### config.mk
export PLATFORM = sky130hd
export DESIGN_NAME = fifo_rd_stage
export DESIGN_NICKNAME = d
export VERILOG_FILES = /design/src/rtl/fifo_rd_stage.sv
export SDC_FILE = /design/constraint.sdc
export NUM_CORES = 1
export LEC_CHECK = 0
export BUFFER_PORTS_ARGS = -buffer_cell sky130_fd_sc_hd__buf_2
export CORE_MARGIN = 4
export CORE_UTILIZATION = 48
export CTS_CLUSTER_DIAMETER = 100
export DETAILED_ROUTE_END_ITERATION = 10
export PLACE_DENSITY = 0.78
export SLEW_MARGIN = 20
export SYNTH_ARGS = -nofsm -noshare
export SYNTH_HDL_FRONTEND = slang
export SYNTH_SLANG_ARGS = --single-unit
### constraint.sdc
create_clock -name clk -period 2.1 [get_ports clk]
set_clock_uncertainty 0.1 [all_clocks]
set_input_delay 0.21 -clock clk [delete_from_list [all_inputs] [get_ports clk]]
set_output_delay 0.21 -clock clk [all_outputs]
set_load 0.1 [all_outputs]
### src/rtl/fifo_rd_stage.sv
// Read-side consumer stage behind the FIFO: absorbs the one-cycle read latency
// and re-presents words on a valid/ready stream through a 2-entry skid buffer.
module fifo_rd_stage #(
    parameter int FIFO_WIDTH = 16,
    parameter int CNT_W      = 16
) (
    input  logic                  clk,
    input  logic                  rst_n,
    input  logic                  fifo_empty,
    input  logic [FIFO_WIDTH-1:0] fifo_data_out,
    input  logic                  fifo_underflow,
    output logic                  fifo_rd_en,
    output logic                  m_valid,
    output logic [FIFO_WIDTH-1:0] m_data,
    input  logic                  m_ready,
    output logic [CNT_W-1:0]      beat_count,
    output logic                  underflow_err
);

    logic [1:0]            occ_r;
    logic [1:0]            occ_next_s;
    logic                  inflight_r;
    logic                  run_r;
    logic                  m_valid_r;
    logic                  pop_s;
    logic                  rd_en_s;
    logic [2:0]            level_s;
    logic [FIFO_WIDTH-1:0] buf0_r;
    logic [FIFO_WIDTH-1:0] buf1_r;
    logic [FIFO_WIDTH-1:0] buf0_next_s;
    logic [FIFO_WIDTH-1:0] buf1_next_s;
    logic [CNT_W-1:0]      beat_r;
    logic                  underflow_r;

    assign pop_s   = m_valid_r & m_ready;
    assign level_s = {1'b0, occ_r} + {2'b00, inflight_r} - {2'b00, pop_s};
    // run_r keeps reads off while reset is held and for the first edge after release
    assign rd_en_s = run_r & ~fifo_empty & (level_s < 3'd2);

    assign fifo_rd_en    = rd_en_s;
    assign m_valid       = m_valid_r;
    assign m_data        = buf0_r;
    assign beat_count    = beat_r;
    assign underflow_err = underflow_r;

    // Skid-buffer next state: capture lands behind the oldest entry, pop shifts forward
    always_comb begin
        buf0_next_s = buf0_r;
        buf1_next_s = buf1_r;
        occ_next_s  = level_s[1:0];
        case ({inflight_r, pop_s})
            2'b01: begin
                buf0_next_s = buf1_r;
            end
            2'b10: begin
                if (occ_r == 2'd0) begin
                    buf0_next_s = fifo_data_out;
                end else begin
                    buf1_next_s = fifo_data_out;
                end
            end
            2'b11: begin
                if (occ_r == 2'd1) begin
                    buf0_next_s = fifo_data_out;
                end else begin
                    buf0_next_s = buf1_r;
                    buf1_next_s = fifo_data_out;
                end
            end
            default: begin
                buf0_next_s = buf0_r;
                buf1_next_s = buf1_r;
            end
        endcase
    end

    // Buffer, occupancy and read-tracking registers
    always_ff @(posedge clk or negedge rst_n) begin
        if (!rst_n) begin
            occ_r      <= 2'd0;
            inflight_r <= 1'b0;
            run_r      <= 1'b0;
            m_valid_r  <= 1'b0;
            buf0_r     <= {FIFO_WIDTH{1'b0}};
            buf1_r     <= {FIFO_WIDTH{1'b0}};
        end else begin
            occ_r      <= occ_next_s;
            inflight_r <= rd_en_s;
            run_r      <= 1'b1;
            m_valid_r  <= (occ_next_s != 2'd0);
            buf0_r     <= buf0_next_s;
            buf1_r     <= buf1_next_s;
        end
    end

    // Delivered-beat counter (wraps) and sticky underflow flag
    always_ff @(posedge clk or negedge rst_n) begin
        if (!rst_n) begin
            beat_r      <= {CNT_W{1'b0}};
            underflow_r <= 1'b0;
        end else begin
            if (pop_s) begin
                beat_r <= beat_r + {{(CNT_W-1){1'b0}}, 1'b1};
            end else begin
                beat_r <= beat_r;
            end
            if (fifo_underflow) begin
                underflow_r <= 1'b1;
            end else begin
                underflow_r <= underflow_r;
            end
        end
    end

endmodule
-- Word-level counts from Yosys, hierarchy flattened
Index checks and enable logic that the tools add are counted.
- register bits after elaboration: 54
- output and inout bits: 35
- word-level logic and storage cells: 35
- add/sub/neg operators: 3
- $lt $le $gt $ge: 1
- equality and inequality tests: 7
- muxes and demuxes: 6
- bitwise gates (word level): 4
- reductions and logical operators: 6
- operator list (operator ; count):
    16-bit 2-to-1 mux ; 4
    16-bit one-hot mux with 3 select lines ; 1
    16-bit one-hot mux with 2 select lines ; 1
    16-bit by 1-bit adder with 16-bit output (second input constant) ; 1
    2-bit inequality test (second input constant) ; 3
    2-bit by 1-bit == test with 1-bit output (second input constant) ; 2
    2-bit == test (second input constant) ; 2
    2-bit nonzero test ; 2
    2-bit by 1-bit adder with 3-bit output ; 1
    1-bit AND ; 3
    3-bit by 2-bit < comparator with 1-bit output (second input constant) ; 1
    3-bit AND reduction ; 1
    3-bit nonzero test ; 1
    3-bit by 1-bit subtractor with 3-bit output ; 1
    2-bit zero test ; 1
    2-bit AND reduction ; 1
    1-bit inverter ; 1

-- Logic depth before layout (Yosys ltp)
Gate-level depths: netlist (run 1).
- depth after elaboration: 4
- gate-level depth with buffers: 7
- depth with buffers taken out: 6

-- Least setup slack after synthesis (run 1)
No wires, ideal clock.
- path type: register -> register
- from: register m_valid_r, in the netlist m_valid
- to: register inflight_r
- arrival time: 5.480 ns
- data required time: 1.554 ns
- slack: -3.925 ns
- stages on the path, launching flop included: 6
- buffers on the path: 0
- cell sequence: dfrtp_1 -> nand2_1 -> ha_1 -> ha_1 -> fa_1 -> nor4b_1
- longest elaborated chain between the ends: 4
- ends and longest elaborated chain (what ; line ; source):
    start: declaration ; 24 ; logic m_valid_r;
    start signal: assignment ; 90 ; m_valid_r <= (occ_next_s != 2'd0);
    1-bit AND ; 35 ; assign pop_s = m_valid_r & m_ready;
    3-bit by 1-bit subtractor with 3-bit output ; 36 ; assign level_s = {1'b0, occ_r} + {2'b00, inflight_r} - {2'b00, pop_s};
    via level_s[1] ; 27 ; logic [2:0] level_s;
    3-bit by 2-bit < comparator with 1-bit output ; 38 ; assign rd_en_s = run_r & ~fifo_empty & (level_s < 3'd2);
    1-bit AND ; 38 ;
    via fifo_rd_en ; 12 ; output logic fifo_rd_en,
    end signal: assignment ; 88 ; inflight_r <= rd_en_s;
    end: declaration ; 22 ; logic inflight_r;
The timed path passes the listed nets, and every way through them passes these cells.
A chain may end at the register's enable or synchronous reset.

-- Worst setup path in the final report (run 1)
- from: register m_valid_r, in the netlist m_valid
- to: output fifo_rd_en
- longest elaborated chain between the ends: 4
- ends and longest elaborated chain (what ; line):
    1-bit AND ; 35
    3-bit by 1-bit subtractor with 3-bit output ; 36
    via level_s[1] ; 27
    3-bit by 2-bit < comparator with 1-bit output ; 38
    1-bit AND ; 38
    end: declaration ; 12
The timed path passes the listed nets, and every way through them passes these cells.

==> metrics, run 1 <==
CP max FO=3; met2 wire len=2347 µm; number of instances in the placed design=317; Pre-Repair DR Iteration Count=4; synth cell count leaders=dfrtp_1, nor2_1, a21oi_1, a22oi_1, xnor2_1; post-synth cell types=32; Chip Width=78.15 µm; reg2reg end=m_valid; clock-pin slew on the worst setup and hold paths=0.09 ns; flop2flop setup slack=0.07 ns; Core Area=4755 µm²; most numerous cell in the Yosys netlist=dfrtp_1; period utilization=1.211; top layer used by detailed routing=met4; largest net degree at the start of global routing=33; CTS Buf Count=5; routed wire length=4648 µm; crit path DAT=2.23 ns; antenna cells=0; CP Launch Point=m_valid; Post-synth EDFFs=0; design area=3028 µm²; CP Class=reg2out; DR WL met3=172 µm; crit start category=flop; area leader, netlist=dfrtp_1; first-pass GRT wire length=8328 µm; Ys Warns=0; worst-skew pair later-pin latency=0.30 ns; Top FF cell, synth=dfrtp_1; Wirelength per Cell=14.04 µm; Tot GR Track Use=0.1702; DIE HEIGHT=78.15 µm; detailed router's first-iteration violation count=83; DP HPWL=3361 µm; Port Buffers=55; number of global-route vias before repair=1828; H-tree depth=2; Final min period=2.544 ns; CP Data Required Time=1.79 ns; # DRC=0; Post-Synthesis Cells=191; initial antenna violation count=0; Fin. Hold Viols=0; Hold Path Stages=2; IO Count=56; Worst Tran Pin Value=0.6597 ns; Min-Delay Path Class=in2reg; die area=6107 µm²; Critical Path End Type=output port; FF-to-FF Start=m_valid; worst reg2reg path depth=6; area grow syn2layout=28.18%; Antenna Nets Post-Route=0; timing endpoint of the critical path=fifo_rd_en; starting density of the core=0.4968; final non-filler cell total=331; DP Area=2861 µm²; Worst slew margin=0.5602; Avg Cell Area, Syn=12.37 µm²; final worst setup slack=-0.4437 ns; M1 wire length=2067 µm; Placer Congestion=0.7622; GRT overflow=0; Synth async-reset ratio=1.000; Final Max Slew Viols=0; Synth top area share=0.5720; final setup fails=1; Clock Sink Count=54; routed vias=1640; Via density=4.955; Root Driver=clkbuf_8; failing checks=negative setup slack; unrepaired setup endpoints after global routing=true; Synth area leaders=dfrtp_1, mux2_4, a22oi_1; Max-Cap Viols=0; sequential fraction of the synthesis area=0.5720; Max Clock Freq=393.1 MHz; number of synthesized register bits=54; status=finished with violations; layout cells sized above 1=0.4129; Fin Hold WS=0.05814 ns; Syn Nets=217; Mapped Area=2362 µm²; Clock Path Buffers=2; Final nets=289; CTS tree=done; row cnt=25
==> state kept, by name, summed over array words and instances (netlist names) <==
register,cells
inflight_r,1
beat_count,16
m_valid,1
occ_r,2
run_r,1
buf1_r,16
m_data,16
underflow_err,1
==> worst min path at each step <==
stage / startpoint / end / slack (ns)
3_5_place_dp: rst_n / m_data[13] / 0.18
6_report: fifo_data_out[10] / buf1_r[10] / 0.06
2_1_floorplan: rst_n / beat_count[0] / -0.19
5_1_grt: fifo_data_out[12] / buf1_r[12] / 0.04
4_1_cts: fifo_data_out[6] / buf1_r[6] / 0.04
3_3_place_gp: rst_n / m_data[13] / 0.18
==> per-stage QoR <==
step / setup slack (ns) / TNS, ns / util
2_1_floorplan: -1.055 / -4.992 / -
3_3_place_gp: -0.2409 / -3.627 / 0.6018
3_5_place_dp: -0.2966 / -4.847 / 0.6018
4_1_cts: -0.4674 / -0.4674 / 0.6353
5_1_grt: -0.5181 / -0.5181 / 0.6368
6_report: -0.4437 / -0.4437 / 0.6368
==> critical path, cell delays in order (launching register included) <==
cell and delay, ns:
dfrtp_4 0.49, nand2_4 0.08, ha_4 0.20, ha_4 0.15, fa_2 0.45, nor4b_4 0.34, buf_12 0.22
==> repair_timing <==
item                                    CTS  global route
endpoints found under the setup margin   17            16
pin swaps                                 3             0
buffers inserted                          3             0
resized for setup                         1             2
endpoints found under the hold margin    30             0
hold buffers                              3             0
==> final cells by class <==
class | instances | area, µm²
sequential | 54 | 1355
timing repair buffer | 71 | 442.9
multi-input combinational | 126 | 1036
fill | 388 | 1727
clock buffer | 7 | 86.33
clock inverter | 1 | 5.005
inverter | 5 | 18.77
tap | 67 | 83.83
==> metal layers <==
metal | vias to the layer above | GRT usage
met4 | 0 | 0.04720
li1 | 811 | -
met1 | 795 | 0.2131
met2 | 29 | 0.2971
met3 | 5 | 0.03784
met5 | - | 0
==> cell usage in the layout (no fill, tap or decap), types with 2 or more instances in the layout <==
| cell type | Yosys | final |
|---|---|---|
| buf_4 | 1 | 11 |
| nor3_1 | 4 | 4 |
| a21oi_1 | 16 | 16 |
| ha_1 | 4 | 2 |
| dfrtp_1 | 54 | 53 |
| nand3_1 | 6 | 6 |
| inv_2 | 0 | 2 |
| nor2_2 | 1 | 2 |
| dlygate4sd3_1 | 0 | 3 |
| xor2_1 | 5 | 5 |
| nand4_1 | 2 | 2 |
| and4_1 | 3 | 3 |
| clkbuf_8 | 0 | 6 |
| mux2_2 | 8 | 2 |
| ha_4 | 0 | 2 |
| nor2_1 | 20 | 19 |
| buf_2 | 1 | 54 |
| or2_2 | 2 | 2 |
| mux2_4 | 10 | 16 |
| a22oi_1 | 16 | 16 |
| buf_12 | 0 | 3 |
| nand2_1 | 7 | 6 |
| xnor2_1 | 11 | 11 |
| inv_1 | 5 | 3 |
==> cells by family (layout without fill, tap and decap cells) <==
| group | after synthesis | count (layout) | synth area share |
|---|---|---|---|
| DFF | 54 | 54 | 0.5720 |
| and+or+nand+nor | 51 | 51 | 0.1112 |
| AOI/OAI and AO/OA | 35 | 35 | 0.1001 |
| muxes | 18 | 18 | 0.1017 |
| xor gates and xnor gates | 16 | 16 | 0.05932 |
| buffers and inverters | 11 | 84 | 0.02436 |
| adders and majority gates | 5 | 5 | 0.02966 |
| other | 1 | 1 | 0.001587 |
Power of run 1 is left out: the tool's default activity adds up to more than one toggle a clock period on the data nets, which glitch-free logic cannot reach.
==> inputs of run 2 (changes only) <==
--- a/config.mk
+++ b/config.mk
@@ -5,12 +5,14 @@
 export SDC_FILE = /design/constraint.sdc
 export NUM_CORES = 1
 export LEC_CHECK = 0
+export ABC_AREA = 1
 export BUFFER_PORTS_ARGS = -buffer_cell sky130_fd_sc_hd__buf_2
+export CAP_MARGIN = 20
 export CORE_MARGIN = 4
-export CORE_UTILIZATION = 48
+export CORE_UTILIZATION = 50
 export CTS_CLUSTER_DIAMETER = 100
 export DETAILED_ROUTE_END_ITERATION = 10
-export PLACE_DENSITY = 0.78
+export PLACE_DENSITY = 0.79
 export SLEW_MARGIN = 20
 export SYNTH_ARGS = -nofsm -noshare
 export SYNTH_HDL_FRONTEND = slang
==> metrics, run 2 <==
status=finished with violations; failing checks=negative setup slack; routed wire length=6193 µm (+33%); period utilization=1.224 (+0.01319); DIE HEIGHT=83.97 µm (+7.4%); largest net degree at the start of global routing=35 (+6.1%); first-pass GRT wire length=11010 µm (+32%); Worst VDD drop=1.382 mV; area grow syn2layout=23.63%; Cell Int Power=2839 µW; post-synth cell types=26 (-19%); Switching Power=3070 µW; DP HPWL=4323 µm (+29%); Top FF cell, synth=dfrtp_1; GRT overflow=0 (unchanged); clock-pin slew on the worst setup and hold paths=0.10 ns (about the same); Switching Share=0.5196; Synth top area share=0.4683 (-0.1037); CP max FO=2 (-1); sequential fraction of the synthesis area=0.4683 (-0.1037); CTS Buf Count=5 (unchanged); Synth area leaders=dfrtp_1, nand2_1, nand3_1; die area=7050 µm² (+15%); Syn Nets=382 (+76%); Root Driver=clkbuf_8; worst-skew pair later-pin latency=0.31 ns (about the same); cell area power density=1656 nW/µm²; Final nets=448 (+55%); Placer Congestion=0.7725 (+1.4%); Wirelength per Cell=12.51 µm (-11%); number of global-route vias before repair=2425 (+33%); final core occ=0.6439 (+0.007015); Critical Path End Type=output port; final setup fails=1 (unchanged); routed vias=2437 (+49%); Via density=4.923 (-0.63%); CP Class=reg2out; Final min period=2.571 ns (+0.02770 ns); CTS tree=done; leak pwr=0.001919 µW; row cnt=27 (+8.0%); Pre-Repair DR Iteration Count=4 (unchanged); total negative slack=-0.4714 ns (-0.02770 ns); Min-Delay Path Class=in2reg; # DRC=0 (unchanged); detailed router's first-iteration violation count=142 (+71%); Avg Cell Area, Syn=8.105 µm² (-34%); CP Data Required Time=1.79 ns (about the same); H-tree depth=2 (unchanged); Tot GR Track Use=0.1895 (+0.01925); Ys Warns=0 (unchanged); Core Area=5540 µm² (+17%); Post-synth EDFFs=0 (unchanged); logic gate share of total power=0.574; Final Max Slew Viols=0 (unchanged); area leader, netlist=dfrtp_1; Post-Synthesis Cells=356 (+86%); most common cell after layout, fill and taps aside=nand2_1; unrepaired setup endpoints after global routing=true; Synth async-reset ratio=1.000 (unchanged); Max-Cap Viols=0 (unchanged); IO Count=56 (unchanged); synth cell count leaders=nand2_1, dfrtp_1, inv_1, nand3_1, o21ai_2; number of synthesized register bits=54 (unchanged); Fin. Hold Viols=0 (unchanged); Clock Path Buffers=2 (unchanged); most frequent cells in the layout=nand2_1, buf_2, dfrtp_1; Port Buffers=55 (unchanged); crit path DAT=2.26 ns (+0.03 ns); initial antenna violation count=0 (unchanged); antenna cells=0 (unchanged); Mapped Area=2885 µm² (+22%); Antenna Nets Post-Route=0 (unchanged); most numerous cell in the Yosys netlist=nand2_1; crit start category=flop; layout cells sized above 1=0.2790 (-0.1339); Clock Sink Count=54 (unchanged); Worst slew margin=0.6492 (+0.08898); starting density of the core=0.5208 (+0.02393); Max Clock Freq=388.9 MHz (-1.1%); final worst setup slack=-0.4714 ns (-0.02770 ns); Chip Width=83.97 µm (+7.4%); Seq pwr share=0.282; Worst Tran Pin Value=0.5263 ns (-0.1335 ns); Clock power frac=0.145
==> run 2: cell type report <==
type | count | area [µm²]
inverter | 39 | 152.6
tap | 72 | 90.09
fill | 465 | 1973
timing repair buffer | 72 | 470.5
clock buffer | 6 | 82.58
clock inverter | 2 | 60.06
sequential | 54 | 1358
multi-input combinational | 250 | 1354
==> run 2: final timing paths <==
kind,from,to,slack (ns),cells past startpoint
setup / recovery,m_valid,fifo_rd_en,-0.47,6
max in group asynchronous,rst_n,buf1_r[1],1.03,3
hold / removal,fifo_data_out[12],buf1_r[12],0.06,3
setup reg to reg,m_valid,m_valid,0.05,6
hold reg to reg,underflow_err,underflow_err,0.37,1
min in group asynchronous,rst_n,m_data[12],0.30,2
==> run 2: logic make-up (layout without fill, tap and decap cells) <==
kind of cell	Yosys count	after routing	share of synthesized area
and+or+nand+nor	197	197	0.3014
buffers and inverters	52	119	0.08022
adders and majority gates	5	5	0.02429
xor gates and xnor gates	13	13	0.03946
DFF	54	54	0.4683
other	1	1	0.001300
AOI/OAI and AO/OA	34	34	0.08500
==> run 2: metrics by stage <==
stage	power (µW)	hold slack (ns)	area, µm²	setup slack [ns]	cells
5_1_grt	6302	0.04628	3567	-0.5394	495
2_1_floorplan	4374	-0.1856	2940	-1.067	356
4_1_cts	5929	0.05258	3540	-0.4898	494
3_3_place_gp	4907	0.1083	3346	-0.2262	481
3_5_place_dp	4990	0.1134	3346	-0.2458	481
6_report	5909	0.05805	3567	-0.4714	495
==> run 2: worst max-delay path: stages, from the launching register on <==
cell and delay [ns]:
dfrtp_4 0.52, nand2_8 0.08, ha_4 0.20, ha_4 0.15
fa_2 0.45, nor4b_4 0.34, buf_12 0.22
==> run 2: repair_timing <==
item                       CTS  global route
buffers inserted             2             1
hold buffers                 3             0
pin swaps                    3             0
setup endpoints to repair   17             3
gates resized for setup      2             2
gates cloned                 0             0
hold endpoints to repair    22             0
==> run 2: per-layer routing <==
metal	global-route usage	vias up	share of wire
li1	-	1232	-
met1	0.2439	1157	0.46
met2	0.3290	41	0.49
met3	0.03356	7	0.036
met4	0.04825	0	0.011
met5	0	-	0
==> run 2: power by group through the flow <==
stage | registers (µW) | logic (µW) | clock network, µW
after floorplan | 2940 | 1440 | 0
after global placement | 1660 | 3240 | 0
after detailed placement | 1680 | 3310 | 0
after CTS | 1660 | 3390 | 874
after global routing | 1720 | 3670 | 916
final | 1670 | 3390 | 854
Power figures use the tool's default switching activity.
==> inputs of run 3 (changes only) <==
--- a/config.mk
+++ b/config.mk
@@ -6,13 +6,15 @@
 export NUM_CORES = 1
 export LEC_CHECK = 0
 export ABC_AREA = 1
-export BUFFER_PORTS_ARGS = -buffer_cell sky130_fd_sc_hd__buf_2
 export CAP_MARGIN = 20
-export CORE_MARGIN = 4
-export CORE_UTILIZATION = 50
+export CELL_PAD_IN_SITES_DETAIL_PLACEMENT = 0
+export CELL_PAD_IN_SITES_GLOBAL_PLACEMENT = 2
+export CORE_MARGIN = 2
+export CORE_UTILIZATION = 33
 export CTS_CLUSTER_DIAMETER = 100
 export DETAILED_ROUTE_END_ITERATION = 10
-export PLACE_DENSITY = 0.79
+export DONT_BUFFER_PORTS = 1
+export PLACE_DENSITY = 0.78
 export SLEW_MARGIN = 20
 export SYNTH_ARGS = -nofsm -noshare
 export SYNTH_HDL_FRONTEND = slang
==> metrics, run 3 (synthesis gave the netlist of run 2 again) <==
status=finished with violations; failing checks=negative setup slack; Final Max Slew Viols=0 (unchanged); initial antenna violation count=0 (unchanged); CP Class=reg2out; Tot GR Track Use=0.1553 (-0.03416); layout cells sized above 1=0.2357 (-0.04325); crit start category=flop; Critical Path End Type=output port; die area=9507 µm² (+35%); IO Count=56 (unchanged); Chip Width=97.51 µm (+16%); CP max FO=2 (unchanged); most frequent CP cell=ha_4; WP buf/inv=1 (unchanged); design area=3709 µm² (+4.0%); DIE HEIGHT=97.51 µm (+16%); Via density=4.477 (-9.1%); Clock Path Buffers=2 (unchanged); CP Data Required Time=1.79 ns (about the same); most common cell after layout, fill and taps aside=nand2_1; Min-Delay Path Class=in2reg; slowest cell on the critical path=dfrtp_4; worst-skew pair later-pin latency=0.31 ns (about the same); Max Clock Freq=388.4 MHz (-0.12%); H-tree depth=2 (unchanged); most frequent cells in the layout=nand2_1, dfrtp_1, buf_4; number of global-route vias before repair=2468 (+1.8%); Pre-Repair DR Iteration Count=4 (unchanged); Clock Sink Count=54 (unchanged); Wirelength per Cell=13.02 µm (+4.1%); CP Launch Point=m_valid; Final nets=445 (-0.67%); largest net degree at the start of global routing=55 (+57%); row cnt=34 (+26%); crit path DAT=2.26 ns (about the same); area grow syn2layout=28.53%; routed vias=2364 (-3.0%); unrepaired setup endpoints after global routing=true; Placer Congestion=0.7373 (-4.6%); leak pwr=0.001902 µW (-0.85%); DP Area=3371 µm² (+0.75%); Max-Cap Viols=0 (unchanged); worst hold start=fifo_data_out[7]; final worst setup slack=-0.4745 ns (-0.003061 ns); antenna cells=0 (unchanged); crit-path cells=nand2_8 -> ha_4 -> ha_4 -> fa_2 -> nor4b_4 -> buf_12; cell area power density=1560 nW/µm² (-5.8%); CTS Buf Count=5 (unchanged); dpl ws=-0.2531 ns (-0.007304 ns); period utilization=1.226 (+0.001458); CTS tree=done; routed wire length=6874 µm (+11%); starting density of the core=0.3358 (-0.1850); Root Driver=clkbuf_8; Core Area=8593 µm² (+55%); final setup fails=1 (unchanged); Fin. Hold Viols=0 (unchanged); CP peak stage delay=0.52 ns (about the same); clock-pin slew on the worst setup and hold paths=0.11 ns (about the same); detailed router's first-iteration violation count=94 (-34%); Worst VDD drop=0.9804 mV (-29%); GRT overflow=0 (unchanged); Port Buffers=0 (-100%); Antenna Nets Post-Route=0 (unchanged); # DRC=0 (unchanged); DP HPWL=4342 µm (+0.43%); Final min period=2.575 ns (+0.003061 ns); first-pass GRT wire length=11990 µm (+8.9%); FF-to-FF Start=m_valid; crit-path leading delay family=adder cells
run 3: cell count changes in the layout (fill, tap and decap cells not counted), sizes merged:
cell / change
bufinv: -2
dlygate4sd3: +16
clkinvlp: +1
clkinv: +1
buf: -19
run 3: cell type report:
| type | count | area, µm² |
|---|---|---|
| Clock inverter | 2 | 12.51 |
| Multi-Input combinational cell | 250 | 1354 |
| Timing Repair Buffer | 69 | 614.3 |
| Fill cell | 884 | 4885 |
| Clock buffer | 6 | 82.58 |
| Inverter | 39 | 152.6 |
| Sequential cell | 54 | 1358 |
| Tap cell | 108 | 135.1 |
run 3: final timing paths:
check                                end  slack [ns]  cells after the start
min in group asynchronous      m_data[6]        0.30                      2
hold / removal                 m_data[7]       0.006                      4
setup / recovery              fifo_rd_en       -0.47                      6
hold reg to reg            underflow_err        0.38                      1
setup reg to reg                 m_valid        0.06                      6
max in group asynchronous  beat_count[0]        1.32                      2
run 3: through the flow:
stage / TNS, ns / total power (µW) / cells / hold slack, ns / utilization
2_1_floorplan: -2.220 / 4374 / 356 / -0.1856 / -
4_1_cts: -0.4957 / 5858 / 527 / -0.1478 / 0.4300
6_report: -0.4745 / 5786 / 528 / 0.005737 / 0.4316
5_1_grt: -0.5543 / 6208 / 528 / 0.003212 / 0.4316
3_3_place_gp: -0.7537 / 5051 / 498 / -0.1837 / 0.3923
3_5_place_dp: -1.002 / 5081 / 498 / -0.1836 / 0.3923
run 3: repair_timing:
item / CTS / global route
buffers inserted: 2 / 0
resized for setup: 2 / 1
setup endpoints to repair: 17 / 2
hold buffers: 19 / 1
hold endpoints to repair: 72 / 1
gates cloned: 0 / 0
pin swaps: 3 / 0
run 3: where the power goes:
group	leakage (µW)	internal, µW	total, µW	switching, µW
Combinational	0.00119	1030	3520	2490
Sequential	0.000668	1400	1630	233
Clock	0.0000472	267	636	370
run 3: metal layers:
metal	global-route usage	up-vias	share of wire
li1	-	1232	-
met1	0.2124	1080	0.48
met4	0.04060	0	0.013
met3	0.03022	6	0.041
met5	0	-	0
met2	0.2531	46	0.47
run 3: worst reg2reg max path: stages (launching register included):
cell and delay [ns]:
dfrtp_4 0.52, nand2_8 0.08, ha_4 0.20, ha_4 0.15
fa_2 0.45, buf_4 0.16, or2_2 0.28
